===== config.mk =====
export PLATFORM = sky130hd
export DESIGN_NAME = init_reset_sequencer
export DESIGN_NICKNAME = d
export VERILOG_FILES = /design/src/rtl/init_reset_sequencer.sv
export SDC_FILE = /design/constraint.sdc
export NUM_CORES = 1
export LEC_CHECK = 0
export ABC_AREA = 0
export BUFFER_PORTS_ARGS = -buffer_cell sky130_fd_sc_hd__buf_2
export CAP_MARGIN = 20
export CELL_PAD_IN_SITES_DETAIL_PLACEMENT = 0
export CELL_PAD_IN_SITES_GLOBAL_PLACEMENT = 1
export CORE_UTILIZATION = 41
export DETAILED_ROUTE_END_ITERATION = 6
export GPL_TIMING_DRIVEN = 0
export HOLD_SLACK_MARGIN = 0.05
export MAX_ROUTING_LAYER = met4
export PLACE_DENSITY_LB_ADDON = 0.1
export SETUP_SLACK_MARGIN = 0.15
export SLEW_MARGIN = 0
export SYNTH_ARGS = -nofsm -noshare
export SYNTH_HDL_FRONTEND = slang
export SYNTH_SLANG_ARGS = --single-unit

===== constraint.sdc =====
create_clock -name CLK -period 2.3 [get_ports CLK]
set_input_delay 0.345 -clock CLK [delete_from_list [all_inputs] [get_ports CLK]]
set_output_delay 0.345 -clock CLK [all_outputs]
set_load 0.02 [all_outputs]

===== src/rtl/init_reset_sequencer.sv =====
// init_reset_sequencer
// Watches the init-monitor status (device init, I/O bank calibration,
// transceiver init), the fabric PLL lock and an external reset request.
// When every enabled prerequisite has held for FILTER_CYCLES, it releases
// NUM_STAGES fabric reset domains in order, spaced STAGE_DELAY cycles
// apart. A prerequisite loss or a software restart re-asserts every domain
// reset and re-runs the sequence.
//
// Ports:
//   CLK                system clock
//   RESETN             synchronous active-low reset
//   EXT_RST_N          external reset request, active low (asynchronous)
//   DEVICE_INIT_DONE   device initialisation complete (asynchronous)
//   BANK_CALIB_STATUS  bank 7/8/9 calibration done, bit0 = bank 7
//   XCVR_INIT_DONE     transceiver initialisation complete (asynchronous)
//   PLL_LOCK           fabric PLL locked (asynchronous)
//   SW_RST_REQ         single-cycle restart pulse, synchronous to CLK
//   RST_N              per-domain reset, active low, bit0 released first
//   SEQ_DONE           all stages released and settled
//   TIMEOUT_ERR        sticky: prerequisites not met within TIMEOUT_CYCLES
//   LOSS_CNT           saturating count of prerequisite losses after release
//   STATE              0 WAIT, 1 FILTER, 2 RELEASE, 3 RUN
module init_reset_sequencer #(
  parameter int unsigned NUM_STAGES     = 4,
  parameter int unsigned STAGE_DELAY    = 16,
  parameter int unsigned FILTER_CYCLES  = 8,
  parameter int unsigned TIMEOUT_CYCLES = 65535,
  parameter int unsigned CNT_W          = 16,
  parameter logic [2:0]  BANK_MASK      = 3'b111,
  parameter bit          USE_XCVR       = 1'b1
) (
  input  logic                  CLK,
  input  logic                  RESETN,
  input  logic                  EXT_RST_N,
  input  logic                  DEVICE_INIT_DONE,
  input  logic [2:0]            BANK_CALIB_STATUS,
  input  logic                  XCVR_INIT_DONE,
  input  logic                  PLL_LOCK,
  input  logic                  SW_RST_REQ,
  output logic [NUM_STAGES-1:0] RST_N,
  output logic                  SEQ_DONE,
  output logic                  TIMEOUT_ERR,
  output logic [7:0]            LOSS_CNT,
  output logic [1:0]            STATE
);

  localparam int unsigned SYNC_W = 7;
  localparam int unsigned LOSS_W = 8;

  localparam logic [CNT_W-1:0] FILT_LIM  = CNT_W'(FILTER_CYCLES);
  localparam logic [CNT_W-1:0] STAGE_LIM = CNT_W'(STAGE_DELAY);
  localparam logic [CNT_W-1:0] TOUT_LIM  = CNT_W'(TIMEOUT_CYCLES);
  // A one-cycle filter is already satisfied by the cycle that leaves WAIT.
  localparam bit FAST_FILT = (FILTER_CYCLES <= 1);

  typedef enum logic [1:0] {
    ST_WAIT    = 2'd0,
    ST_FILTER  = 2'd1,
    ST_RELEASE = 2'd2,
    ST_RUN     = 2'd3
  } state_t;

  // Two-flop synchronisers for all asynchronous status inputs.
  logic [SYNC_W-1:0] raw_c;
  logic [SYNC_W-1:0] meta_q;
  logic [SYNC_W-1:0] sync_q;

  assign raw_c = {EXT_RST_N, DEVICE_INIT_DONE, BANK_CALIB_STATUS,
                  XCVR_INIT_DONE, PLL_LOCK};

  always_ff @(posedge CLK) begin
    if (!RESETN) begin
      meta_q <= '0;
      sync_q <= '0;
    end else begin
      meta_q <= raw_c;
      sync_q <= meta_q;
    end
  end

  // All enabled prerequisites met this cycle.
  logic       ok_c;
  logic       ext_s;
  logic       dev_s;
  logic [2:0] bank_s;
  logic       xcvr_s;
  logic       pll_s;

  assign ext_s  = sync_q[6];
  assign dev_s  = sync_q[5];
  assign bank_s = sync_q[4:2];
  assign xcvr_s = sync_q[1];
  assign pll_s  = sync_q[0];
  assign ok_c   = ext_s & dev_s & pll_s & (&(bank_s | ~BANK_MASK))
                & (xcvr_s | ~USE_XCVR);

  state_t                  state_q, state_d;
  logic [NUM_STAGES-1:0]   rst_q, rst_d;
  logic                    done_q, done_d;
  logic                    err_q, err_d;
  logic [LOSS_W-1:0]       loss_q, loss_d;
  logic [CNT_W-1:0]        fcnt_q, fcnt_d;
  logic [CNT_W-1:0]        dly_q, dly_d;
  logic [CNT_W-1:0]        tcnt_q, tcnt_d;

  logic [CNT_W-1:0]        fcnt_inc_c;
  logic [CNT_W-1:0]        dly_inc_c;
  logic [CNT_W-1:0]        tcnt_inc_c;
  logic [LOSS_W-1:0]       loss_inc_c;
  logic                    restart_c;
  logic                    lost_c;

  assign fcnt_inc_c = fcnt_q + CNT_W'(1);
  assign dly_inc_c  = dly_q + CNT_W'(1);
  assign tcnt_inc_c = (tcnt_q >= TOUT_LIM) ? tcnt_q : tcnt_q + CNT_W'(1);
  assign loss_inc_c = (&loss_q) ? loss_q : loss_q + LOSS_W'(1);

  // State register and datapath registers.
  always_ff @(posedge CLK) begin
    if (!RESETN) begin
      state_q <= ST_WAIT;
      rst_q   <= '0;
      done_q  <= 1'b0;
      err_q   <= 1'b0;
      loss_q  <= '0;
      fcnt_q  <= '0;
      dly_q   <= '0;
      tcnt_q  <= '0;
    end else begin
      state_q <= state_d;
      rst_q   <= rst_d;
      done_q  <= done_d;
      err_q   <= err_d;
      loss_q  <= loss_d;
      fcnt_q  <= fcnt_d;
      dly_q   <= dly_d;
      tcnt_q  <= tcnt_d;
    end
  end

  // Next-state and next-output logic.
  always_comb begin
    state_d   = state_q;
    rst_d     = rst_q;
    done_d    = done_q;
    err_d     = err_q;
    loss_d    = loss_q;
    fcnt_d    = fcnt_q;
    dly_d     = dly_q;
    tcnt_d    = tcnt_q;
    restart_c = 1'b0;
    lost_c    = 1'b0;

    case (state_q)
      ST_WAIT: begin
        rst_d  = '0;
        done_d = 1'b0;
        dly_d  = '0;
        tcnt_d = tcnt_inc_c;
        if (ok_c) begin
          if (FAST_FILT) begin
            state_d = ST_RELEASE;
            rst_d   = NUM_STAGES'(1);
            tcnt_d  = '0;
          end else begin
            state_d = ST_FILTER;
            fcnt_d  = CNT_W'(1);
          end
        end
      end

      ST_FILTER: begin
        tcnt_d = tcnt_inc_c;
        if (SW_RST_REQ) begin
          restart_c = 1'b1;
        end else if (!ok_c) begin
          state_d = ST_WAIT;
          fcnt_d  = '0;
        end else if (fcnt_inc_c >= FILT_LIM) begin
          state_d = ST_RELEASE;
          rst_d   = NUM_STAGES'(1);
          fcnt_d  = '0;
          dly_d   = '0;
          tcnt_d  = '0;
        end else begin
          fcnt_d = fcnt_inc_c;
        end
      end

      ST_RELEASE: begin
        if (!ok_c || SW_RST_REQ) begin
          restart_c = 1'b1;
          lost_c    = !ok_c;
        end else if (dly_inc_c >= STAGE_LIM) begin
          dly_d = '0;
          if (rst_q[NUM_STAGES-1]) begin
            state_d = ST_RUN;
            done_d  = 1'b1;
          end else begin
            // Release the next domain by shifting a one in from bit0.
            rst_d = NUM_STAGES'({rst_q, 1'b1});
          end
        end else begin
          dly_d = dly_inc_c;
        end
      end

      ST_RUN: begin
        rst_d  = '1;
        done_d = 1'b1;
        if (!ok_c || SW_RST_REQ) begin
          restart_c = 1'b1;
          lost_c    = !ok_c;
        end
      end

      default: begin
        restart_c = 1'b1;
      end
    endcase

    if (restart_c) begin
      state_d = ST_WAIT;
      rst_d   = '0;
      done_d  = 1'b0;
      fcnt_d  = '0;
      dly_d   = '0;
      tcnt_d  = '0;
    end

    // A loss coinciding with a software restart still counts once.
    if (lost_c) begin
      loss_d = loss_inc_c;
    end

    if (tcnt_d >= TOUT_LIM) begin
      err_d = 1'b1;
    end
  end

  assign RST_N       = rst_q;
  assign SEQ_DONE    = done_q;
  assign TIMEOUT_ERR = err_q;
  assign LOSS_CNT    = loss_q;
  assign STATE       = state_q;

endmodule


Word level (Yosys, flattened, before mapping) --
Cells that the tools add are included.
Storage, ports and cells: logic and storage cells 95, bits in registers 78, output and inout bits 16
Cells by class: bitwise operators 6, reduce and logical (&&, ||, !) cells 17, mux-type cells 41, add/sub/neg operators 4, equal/unequal tests 12, magnitude comparators 4
Operator list (count):
- 2-to-1 mux 16 bit | 14
- one-hot mux 16 bit (2 select lines) | 2
- adder 16 x 1 -> 16 bit, second input constant | 3
- one-hot mux 16 bit (3 select lines) | 1
- >= comparator 16 bit, second input constant | 2
- 2-to-1 mux 4 bit | 6
- >= comparator 16 x 4 -> 1 bit, second input constant | 1
- >= comparator 16 x 5 -> 1 bit, second input constant | 1
- inequality test 2 bit, second input constant | 8
- one-hot mux 4 bit (4 select lines) | 1
- 2-to-1 mux 2 bit | 7
- AND reduction 5 bit | 2
- adder 8 x 1 -> 8 bit, second input constant | 1
- AND reduction 8 bit | 1
- 2-to-1 mux 1 bit | 7
- AND reduction 7 bit | 1
- one-hot mux 2 bit (3 select lines) | 1
- AND reduction 3 bit | 2
- AND reduction 6 bit | 1
- nonzero test 3 bit | 2
- AND 1 bit | 4
- == test 2 bit, second input constant | 2
- AND reduction 4 bit | 1
- OR reduction 2 bit | 2
- 10 further kinds | 11

Longest topological paths before layout --
Gate-level depths: netlist (run 1).
word-level depth 10, gate-level depth with buffers 10

Worst setup path after synthesis (run 1) --
OpenSTA, ideal clock, no wires.
path kind flip-flop to flip-flop, from register state_q[1], in the netlist STATE[1], to register err_q, in the netlist TIMEOUT_ERR, buffers on the path 1, slack -0.261 ns, stages on the path, launching flop included 11, clock period less this slack 2.561 ns, arrival 2.474 ns, required time 2.213 ns, cells stage by stage dfxtp_1 -> inv_1 -> ha_1 -> buf_2 -> o211ai_1 -> nor4_2 -> mux2i_1 -> or4_1 -> nor4_1 -> nand4_1 -> o31ai_1
Between the ends: cells in the longest elaborated chain, start to end 5
Ends and longest elaborated chain:
- start: declaration | RTL line 97 | state_t state_q, state_d;
- start signal: assignment | RTL line 130 | state_q <= state_d;
- == test 2 bit | RTL line 154 | case (state_q)
- OR reduction 2 bit (no line)
- one-hot mux 1 bit (2 select lines) | RTL line 154
- 2-to-1 mux 16 bit (*) | RTL line 222 | if (restart_c) begin
- >= comparator 16 bit (*) | RTL line 236 | if (tcnt_d >= TOUT_LIM) begin
- end signal: assignment | RTL line 133 | err_q <= err_d;
- end: declaration | RTL line 100 | logic err_q, err_d;
Mark *: on every way between the ends. The rest lies on a longest branch, timed or not. A chain may end at the register's enable or synchronous reset.

Worst setup path after layout (run 1) --
Same ends and word-level chain as after synthesis.

==> results of run 1 <==
[layout make-up]
| cell class | count | area, µm² | share of cell area |
|---|---|---|---|
| Buffer | 15 | 109 | 0.0217 |
| Clock buffer | 9 | 124 | 0.0247 |
| Clock inverter | 7 | 73.8 | 0.0147 |
| Inverter | 11 | 41.3 | 0.00823 |
| Multi-Input combinational cell | 336 | 2510 | 0.501 |
| Sequential cell | 78 | 1610 | 0.320 |
| Tap cell | 108 | 135 | 0.0269 |
| Timing Repair Buffer | 60 | 412 | 0.0821 |
[kinds of logic after synthesis]
group,count (synthesis)
compound gates,68
xor+xnor,23
fa+ha+maj,9
buf+inv,26
flops,78
mux,8
simple gates,228
[sequential cells by signal, summed over array words and instances, names as in the netlist]
name and flops:
dly_q 16, fcnt_q 16, tcnt_q 16, LOSS_CNT 8
meta_q 7, sync_q 7, RST_N 4, STATE 2
SEQ_DONE 1, TIMEOUT_ERR 1
[path summary, 6_finish.rpt]
path | start | to
worst max-delay path | STATE[1] | TIMEOUT_ERR
worst min register to register | meta_q[2] | sync_q[2]
worst min-delay path | BANK_CALIB_STATUS[1] | meta_q[3]
worst max register to register | STATE[1] | TIMEOUT_ERR
[cells in the final DEF (no fill, tap or decap), types with 5 or more instances in the layout]
master / instances
buf_6: 6
or2_2: 7
nand4_1: 18
a21oi_1: 12
or3_1: 10
and3_1: 17
buf_4: 31
nand2_1: 25
xnor2_1: 14
and2_1: 36
clkbuf_8: 11
o21ai_0: 13
dfxtp_1: 61
a31oi_1: 5
dfxtp_2: 8
nor3_1: 10
xor2_1: 9
nor2_1: 23
buf_2: 26
inv_1: 9
nor2_4: 7
mux2i_1: 8
dfxtp_4: 9
nand3_1: 23
nor3_2: 5
[worst register-to-register path, cell delays in order, from the launching register on]
cell	delay [ns]
dfxtp_4	0.36
inv_2	0.05
ha_4	0.15
buf_6	0.11
o211ai_1	0.43
nor4_4	0.06
mux2i_1	0.16
or4_4	0.51
nor4_4	0.26
nand4_1	0.13
o31ai_1	0.21
[power by group]
part / leakage [µW] / internal (µW) / total, µW / switching, µW
Combinational: 0.00120 / 116 / 258 / 142
Sequential: 0.000643 / 1370 / 1390 / 20.9
Clock: 0.0000996 / 505 / 1050 / 545
Total: 0.00194 / 1990 / 2690 / 708
[routing by layer]
layer,up-vias,track usage,wire length [µm]
met5,-,-,0
met4,0,0.0597,117
met3,13,0.0494,297
met2,62,0.325,4490
met1,1612,0.257,4420
li1,1742,-,-
[through the flow]
stage	hold slack [ns]	setup TNS, ns	utilization	total power [µW]	area, µm²
final	0.186	-1.97	0.567	2690	5010
after global routing	0.179	-5.53	0.567	2810	5010
after CTS	0.167	-0.432	0.538	2720	4760
after detailed placement	0.418	-9.23	0.466	1620	4120
after global placement	0.419	-8.56	0.466	1610	4120
after floorplan	0.412	-0.0271	-	1560	3860
[repair_timing]
item | CTS | global route
hold buffers | 0 | 0
cloned | 0 | 1
setup buffers | 26 | 8
pin swaps | 26 | 23
setup endpoints to repair | 58 | 48
resized for setup | 68 | 42
==> Implementation_results.wiki, run 1 <==
{| class="wikitable"
! Metric !! Value
|-
| Run status || finished with violations
|-
| Failing checks || setup timing
|-
| Clock insertion delay at the later pin of the skew report || 0.36 ns
|-
| Class of the tightest hold or removal check || in -> reg
|-
| Slowest stage delay, CP || 0.51 ns
|-
| Total wire length after detailed routing || 9330 µm
|-
| Max-cap viol count || 0
|-
| Part of the Yosys area used for sequential elements || 0.411
|-
| Std-Cell Rows || 34
|-
| Global-route usage over all layers || 0.204
|-
| Crit path max-delay family || simple AND/OR/NAND/NOR gates
|-
| Length in cells of the worst reg-to-reg path || 10
|-
| Clock buffer count from CTS || 9
|-
| Final setup fails || 20
|-
| Post-synthesis compound-gate area fraction || 0.120
|-
| Worst setup path category || reg -> reg
|-
| Fin Clk Skew || 0.0120 ns
|-
| Number of global-route vias before repair || 3231
|-
| Cell Chain, Critical Path || inv_2, ha_4, buf_6, o211ai_1, nor4_4, mux2i_1, or4_4, nor4_4, nand4_1, o31ai_1
|-
| Top post-synthesis cells by area || dfxtp_1 (41%), and2_1 (6.1%), nand3_1 (3.3%)
|-
| Effective utilization at floorplan || 0.429
|-
| Simple-Gate Fraction of Synth Area || 0.337
|-
| Area inside the core boundary || 8850 µm²
|-
| Total congestion overflow after global routing || 0
|-
| Most Frequent Cell on Critical Path || nor4_4
|-
| First-pass DRT Iterations || 4
|-
| Initial antenna violation count || 0
|-
| Clock-pin slew on the worst setup and hold paths || 0.09 ns
|-
| Yosys synthesis warning count || 0
|-
| Xor and xnor fraction of the mapped netlist area || 0.0531
|-
| Hold-critical path depth || 2
|-
| Max rail drop VDD || 400 µV
|-
| Buffers plus inverters on the worst setup path || 2
|-
| Required time worst endpoint || 2.58 ns
|-
| Most common library cells after synthesis || dfxtp_1 (78), and2_1 (37), nor2_1 (32), nand2_1 (26), nand3_1 (25)
|-
| Mean instance size in the synthesized netlist || 8.62 µm²
|-
| Maximum number of pins on one net before global-route repair || 15
|-
| Critical Path Start Type || register
|-
| Final setup margin || -0.201 ns
|-
| Number of flops mapped to enable cells by yosys || 0
|-
| Mux share of post-synthesis cell area || 0.0211
|-
| Crit-path max FO || 3
|-
| Port buffer count || 25
|-
| Critical path endpoint category || register
|-
| Crit share post-route || 1.09
|-
| Power per cell area || 537 nW/µm²
|-
| Antenna cell count || 0
|-
| Slew margin rel. || 0.661
|-
| Layout overhead on the synthesized area || 32.1%
|-
| Number of nets in the synthesized netlist || 459
|-
| Via-to-Cell Ratio || 5.50
|-
| Master of the slowest instance on the critical path || or4_4
|-
| Vias || 3429
|-
| Wire length of the first global-routing pass || 15300 µm
|-
| Distinct cells, synth || 51
|-
| Final routed DRC violation total || 0
|-
| Adder and majority gate portion of the synthesized area || 0.0297
|-
| Vertical die dimension || 98.2 µm
|-
| Count leader, synth || dfxtp_1
|-
| Hold Fails Final Rpt || 0
|-
| Leakage power || 0.00194 µW
|-
| Half-perimeter wire length after detailed placement || 6190 µm
|-
| Clock Root Buffer || clkbuf_8
|-
| Worst path arrival time || 2.78 ns
|-
| Number of top-level pins || 26
|-
| Max Transition Viols Final || 0
|-
| Clk sink count || 78
|-
| Final Instance Count excl. Fillers || 624
|-
| Die Wd || 98.2 µm
|-
| Routed len/inst || 14.9 µm
|-
| Area share of the largest cell type after synthesis || 0.411
|-
| Syn Inst Count || 440
|-
| Final layout net count || 530
|-
| CTS tree || built
|-
| Iteration-0 DRC Markers || 143
|-
| Dominant synthesized flop cell || dfxtp_1
|-
| Clock buffer depth || 2
|-
| Depth of the CTS H-tree || 3
|-
| Placed cell count || 573
|-
| Residual antenna-violating net count after detailed routing || 0
|-
| Main combinational cell family by area after synthesis || simple AND/OR/NAND/NOR gates
|-
| Placer Congestion || 0.839
|-
| Synth Cell Area || 3790 µm²
|-
| Slew at the pin closest to its max-slew limit || 0.506 ns
|-
| Cell accounting for the most synthesized area || dfxtp_1
|-
| Number of cells on the critical path || 10
|-
| Share of final-layout standard cells stronger than drive strength 1 || 0.339
|-
| Floorplan die area || 9640 µm²
|-
| Proportion of register bits with asynchronous set or reset after synthesis || 0
|-
| Register bit total from synthesis || 78
|-
| Setup Slack @ Placement || -0.419 ns
|-
| Minimum clock period after layout || 2.50 ns
|-
| Worst setup slack for register-to-register paths || -0.20 ns
|-
| Fmax achieved || 400 MHz
|-
| # fillers || 828
|-
| Unrepaired setup endpoints after global routing || yes
|}
No activity file was read; power rests on OpenSTA's default activity.
==> run 2: changes to the inputs <==
--- a/config.mk
+++ b/config.mk
@@ -10,6 +10,7 @@
 export CAP_MARGIN = 20
 export CELL_PAD_IN_SITES_DETAIL_PLACEMENT = 0
 export CELL_PAD_IN_SITES_GLOBAL_PLACEMENT = 1
+export CORE_MARGIN = 5
 export CORE_UTILIZATION = 41
 export DETAILED_ROUTE_END_ITERATION = 6
 export GPL_TIMING_DRIVEN = 0
==> run 2 against run 1 <==
  * The flow still finishes with violations (setup timing)
  * Combinational power is 3% lower
  * Clock power is 4% lower
  * Maximum frequency is 3.5% higher
  * Hold slack better by 0.014 ns
  * Die area is 17% higher
  * Power is 1.6% lower
  * Sequential cell count stayed put
  * Cell area is 3.2% lower
  * Non-clock buffer count is 12 lower
  * Wire length is 1.4% lower
  * Worst setup slack better by 0.085 ns
  * Core utilization is 3.6 points lower
==> Implementation_results.wiki, run 2 (synthesis results as in run 1) <==
{| class="wikitable"
! Metric !! Value
|-
| Run status || finished with violations
|-
| Failing checks || setup timing
|-
| Cell Chain, Critical Path || inv_4, ha_4, buf_6, o211ai_1, nor4_2, mux2i_1, or4_1, nor4_2, nand4_1, o31ai_2
|-
| Crit path max-delay family || simple AND/OR/NAND/NOR gates
|-
| M2 GR Usage || 0.279
|-
| Reg2Reg Launch Point || STATE[1]
|-
| Slew at the pin closest to its max-slew limit || 0.533 ns
|-
| Wire length of the first global-routing pass || 15400 µm
|-
| Fmax achieved || 414 MHz
|-
| CTS tree || built
|-
| Worst setup path category || reg -> reg
|-
| Port buffer count || 25
|-
| Commonest cells after routing, fill and taps aside || dfxtp_1 (54), and2_1 (35), nor2_1 (26)
|-
| Clk sink count || 78
|-
| Initial antenna violation count || 0
|-
| Biggest regs || dly_q (16), fcnt_q (16), tcnt_q (16)
|-
| Clock-pin slew on the worst setup and hold paths || 0.08 ns
|-
| Required time worst endpoint || 2.56 ns
|-
| Crit share post-route || 1.05
|-
| Layout overhead on the synthesized area || 27.9%
|-
| Leakage power || 0.00188 µW
|-
| Total congestion overflow after global routing || 0
|-
| Antenna cell count || 0
|-
| Max Transition Viols Final || 0
|-
| Clock insertion delay at the later pin of the skew report || 0.35 ns
|-
| Most utilized layer in the global route result || met2
|-
| Clock buffer depth || 2
|-
| Effective utilization at floorplan || 0.415
|-
| Area inside the core boundary || 9150 µm²
|-
| Area of all placed cells without fillers || 4850 µm²
|-
| Total negative setup slack || -0.567 ns
|-
| WHS || 0.200 ns
|-
| Half-perimeter wire length after detailed placement || 6340 µm
|-
| Most Frequent Cell on Critical Path || nor4_2
|-
| Max-cap viol count || 0
|-
| Class of the tightest hold or removal check || in -> reg
|-
| # fillers || 887
|-
| Master of the slowest instance on the critical path || or4_1
|-
| Number of global-route vias before repair || 3170
|-
| Floorplan die area || 11300 µm²
|-
| Critical path endpoint category || register
|-
| Iteration-0 DRC Markers || 109
|-
| Worst setup slack for register-to-register paths || -0.12 ns
|-
| Leading cell type in the layout, fill and taps excluded || dfxtp_1
|-
| Final setup margin || -0.116 ns
|-
| GR Layer Usage met1 || 0.217
|-
| Placed cell count || 576
|-
| Die Wd || 106 µm
|-
| Via-to-Cell Ratio || 5.52
|-
| Length in cells of the worst reg-to-reg path || 10
|-
| Routed len/inst || 14.9 µm
|-
| Final layout net count || 518
|-
| Number of top-level pins || 26
|-
| Maximum number of pins on one net before global-route repair || 14
|-
| Slowest stage delay, CP || 0.50 ns
|-
| Hold Fails Final Rpt || 0
|-
| Clock buffer count from CTS || 9
|-
| Buffers plus inverters on the worst setup path || 2
|-
| Residual antenna-violating net count after detailed routing || 0
|-
| Fin Clk Skew || 0.0102 ns
|-
| Worst path arrival time || 2.68 ns
|-
| Startpoint of the most critical setup path || STATE[1]
|-
| Post-placement cell area || 4130 µm²
|-
| Unrepaired setup endpoints after global routing || yes
|-
| Vias || 3397
|-
| Vertical die dimension || 106 µm
|-
| Placer Congestion || 0.810
|-
| Depth of the CTS H-tree || 3
|-
| Critical Path Start Type || register
|-
| Startpoint of the tightest hold check path || BANK_CALIB_STATUS[2]
|-
| Met3 routing resource usage after global routing || 0.0316
|-
| Crit Reg-Reg Endpoint || TIMEOUT_ERR
|-
| Clock Root Buffer || clkbuf_8
|-
| Share of final-layout standard cells stronger than drive strength 1 || 0.325
|-
| Power per cell area || 546 nW/µm²
|-
| Final setup fails || 17
|-
| First-pass DRT Iterations || 4
|-
| Global-route usage over all layers || 0.172
|-
| Final routed DRC violation total || 0
|-
| Min-Delay Endpoint || meta_q[4]
|-
| Final Instance Count excl. Fillers || 615
|-
| Hold-critical path depth || 2
|-
| Max rail drop VDD || 324 µV
|-
| Total wire length after detailed routing || 9190 µm
|-
| Minimum clock period after layout || 2.42 ns
|-
| Crit-path max FO || 3
|-
| Std-Cell Rows || 35
|-
| Slew margin rel. || 0.643
|}
-- run 2: cell count changes in the layout (fill, tap and decap cells not counted), moves of 3 or more --
cell | before | now
dfxtp_1 | 61 | 54
nor2_1 | 23 | 26
buf_4 | 31 | 21
dfxtp_2 | 8 | 18
dfxtp_4 | 9 | 6
nor2_4 | 7 | 1
inv_4 | 0 | 3
nor2_2 | 2 | 5
-- run 2: how the worst max path moves through the flow --
stage                             end  slack, ns  cells past startpoint
after floorplan           TIMEOUT_ERR      -0.03                     10
after global placement       STATE[1]      -0.35                      8
after detailed placement     STATE[1]      -0.34                      7
after CTS                 TIMEOUT_ERR      -0.09                     10
after global routing      TIMEOUT_ERR      -0.32                     10
final                     TIMEOUT_ERR      -0.12                     10
-- run 2: worst reg2reg max path: cells and delay by family (launching register included) --
kind | cells | cell delay (ns)
and+or+nand+nor | 4 | 0.95
muxes | 1 | 0.15
buffers and inverters | 2 | 0.15
adders and majority gates | 1 | 0.15
AOI/OAI and AO/OA | 2 | 0.57
DFF | 1 | 0.37
-- run 2: stage by stage --
| step | utilization | setup WS, ns | total power, µW |
|---|---|---|---|
| 6_report | 0.530 | -0.116 | 2650 |
| 5_1_grt | 0.530 | -0.320 | 2760 |
| 4_1_cts | 0.511 | -0.0940 | 2660 |
| 3_5_place_dp | 0.451 | -0.341 | 1620 |
| 3_3_place_gp | 0.451 | -0.345 | 1620 |
| 2_1_floorplan | - | -0.0271 | 1560 |
-- run 2: cell type report --
class                           count  area [µm²]  area share
Buffer                             15         103      0.0211
Clock buffer                       11         131      0.0271
Clock inverter                      5        56.3      0.0116
Inverter                           11        43.8     0.00902
Multi-Input combinational cell    336        2470       0.508
Sequential cell                    78        1610       0.331
Tap cell                          111         139      0.0286
Timing Repair Buffer               48         309      0.0637
-- run 2: per-layer routing --
metal | share of wire | vias to the layer above | routed length [µm]
met4 | 0.015 | 0 | 138
met5 | 0 | - | 0
li1 | - | 1718 | -
met2 | 0.47 | 44 | 4340
met1 | 0.48 | 1620 | 4420
met3 | 0.031 | 15 | 286
-- run 2: report_power, final --
part	leakage (µW)	switching [µW]	internal (µW)
Clock	0.0000986	508	506
Combinational	0.00114	137	112
Sequential	0.000646	20.2	1370
-- run 2: timing repair --
action	4_1_cts	5_1_grt
setup buffers	21	1
setup endpoints to repair	58	58
gates cloned	0	1
hold buffers	0	0
pin swaps	22	18
resized for setup	57	47
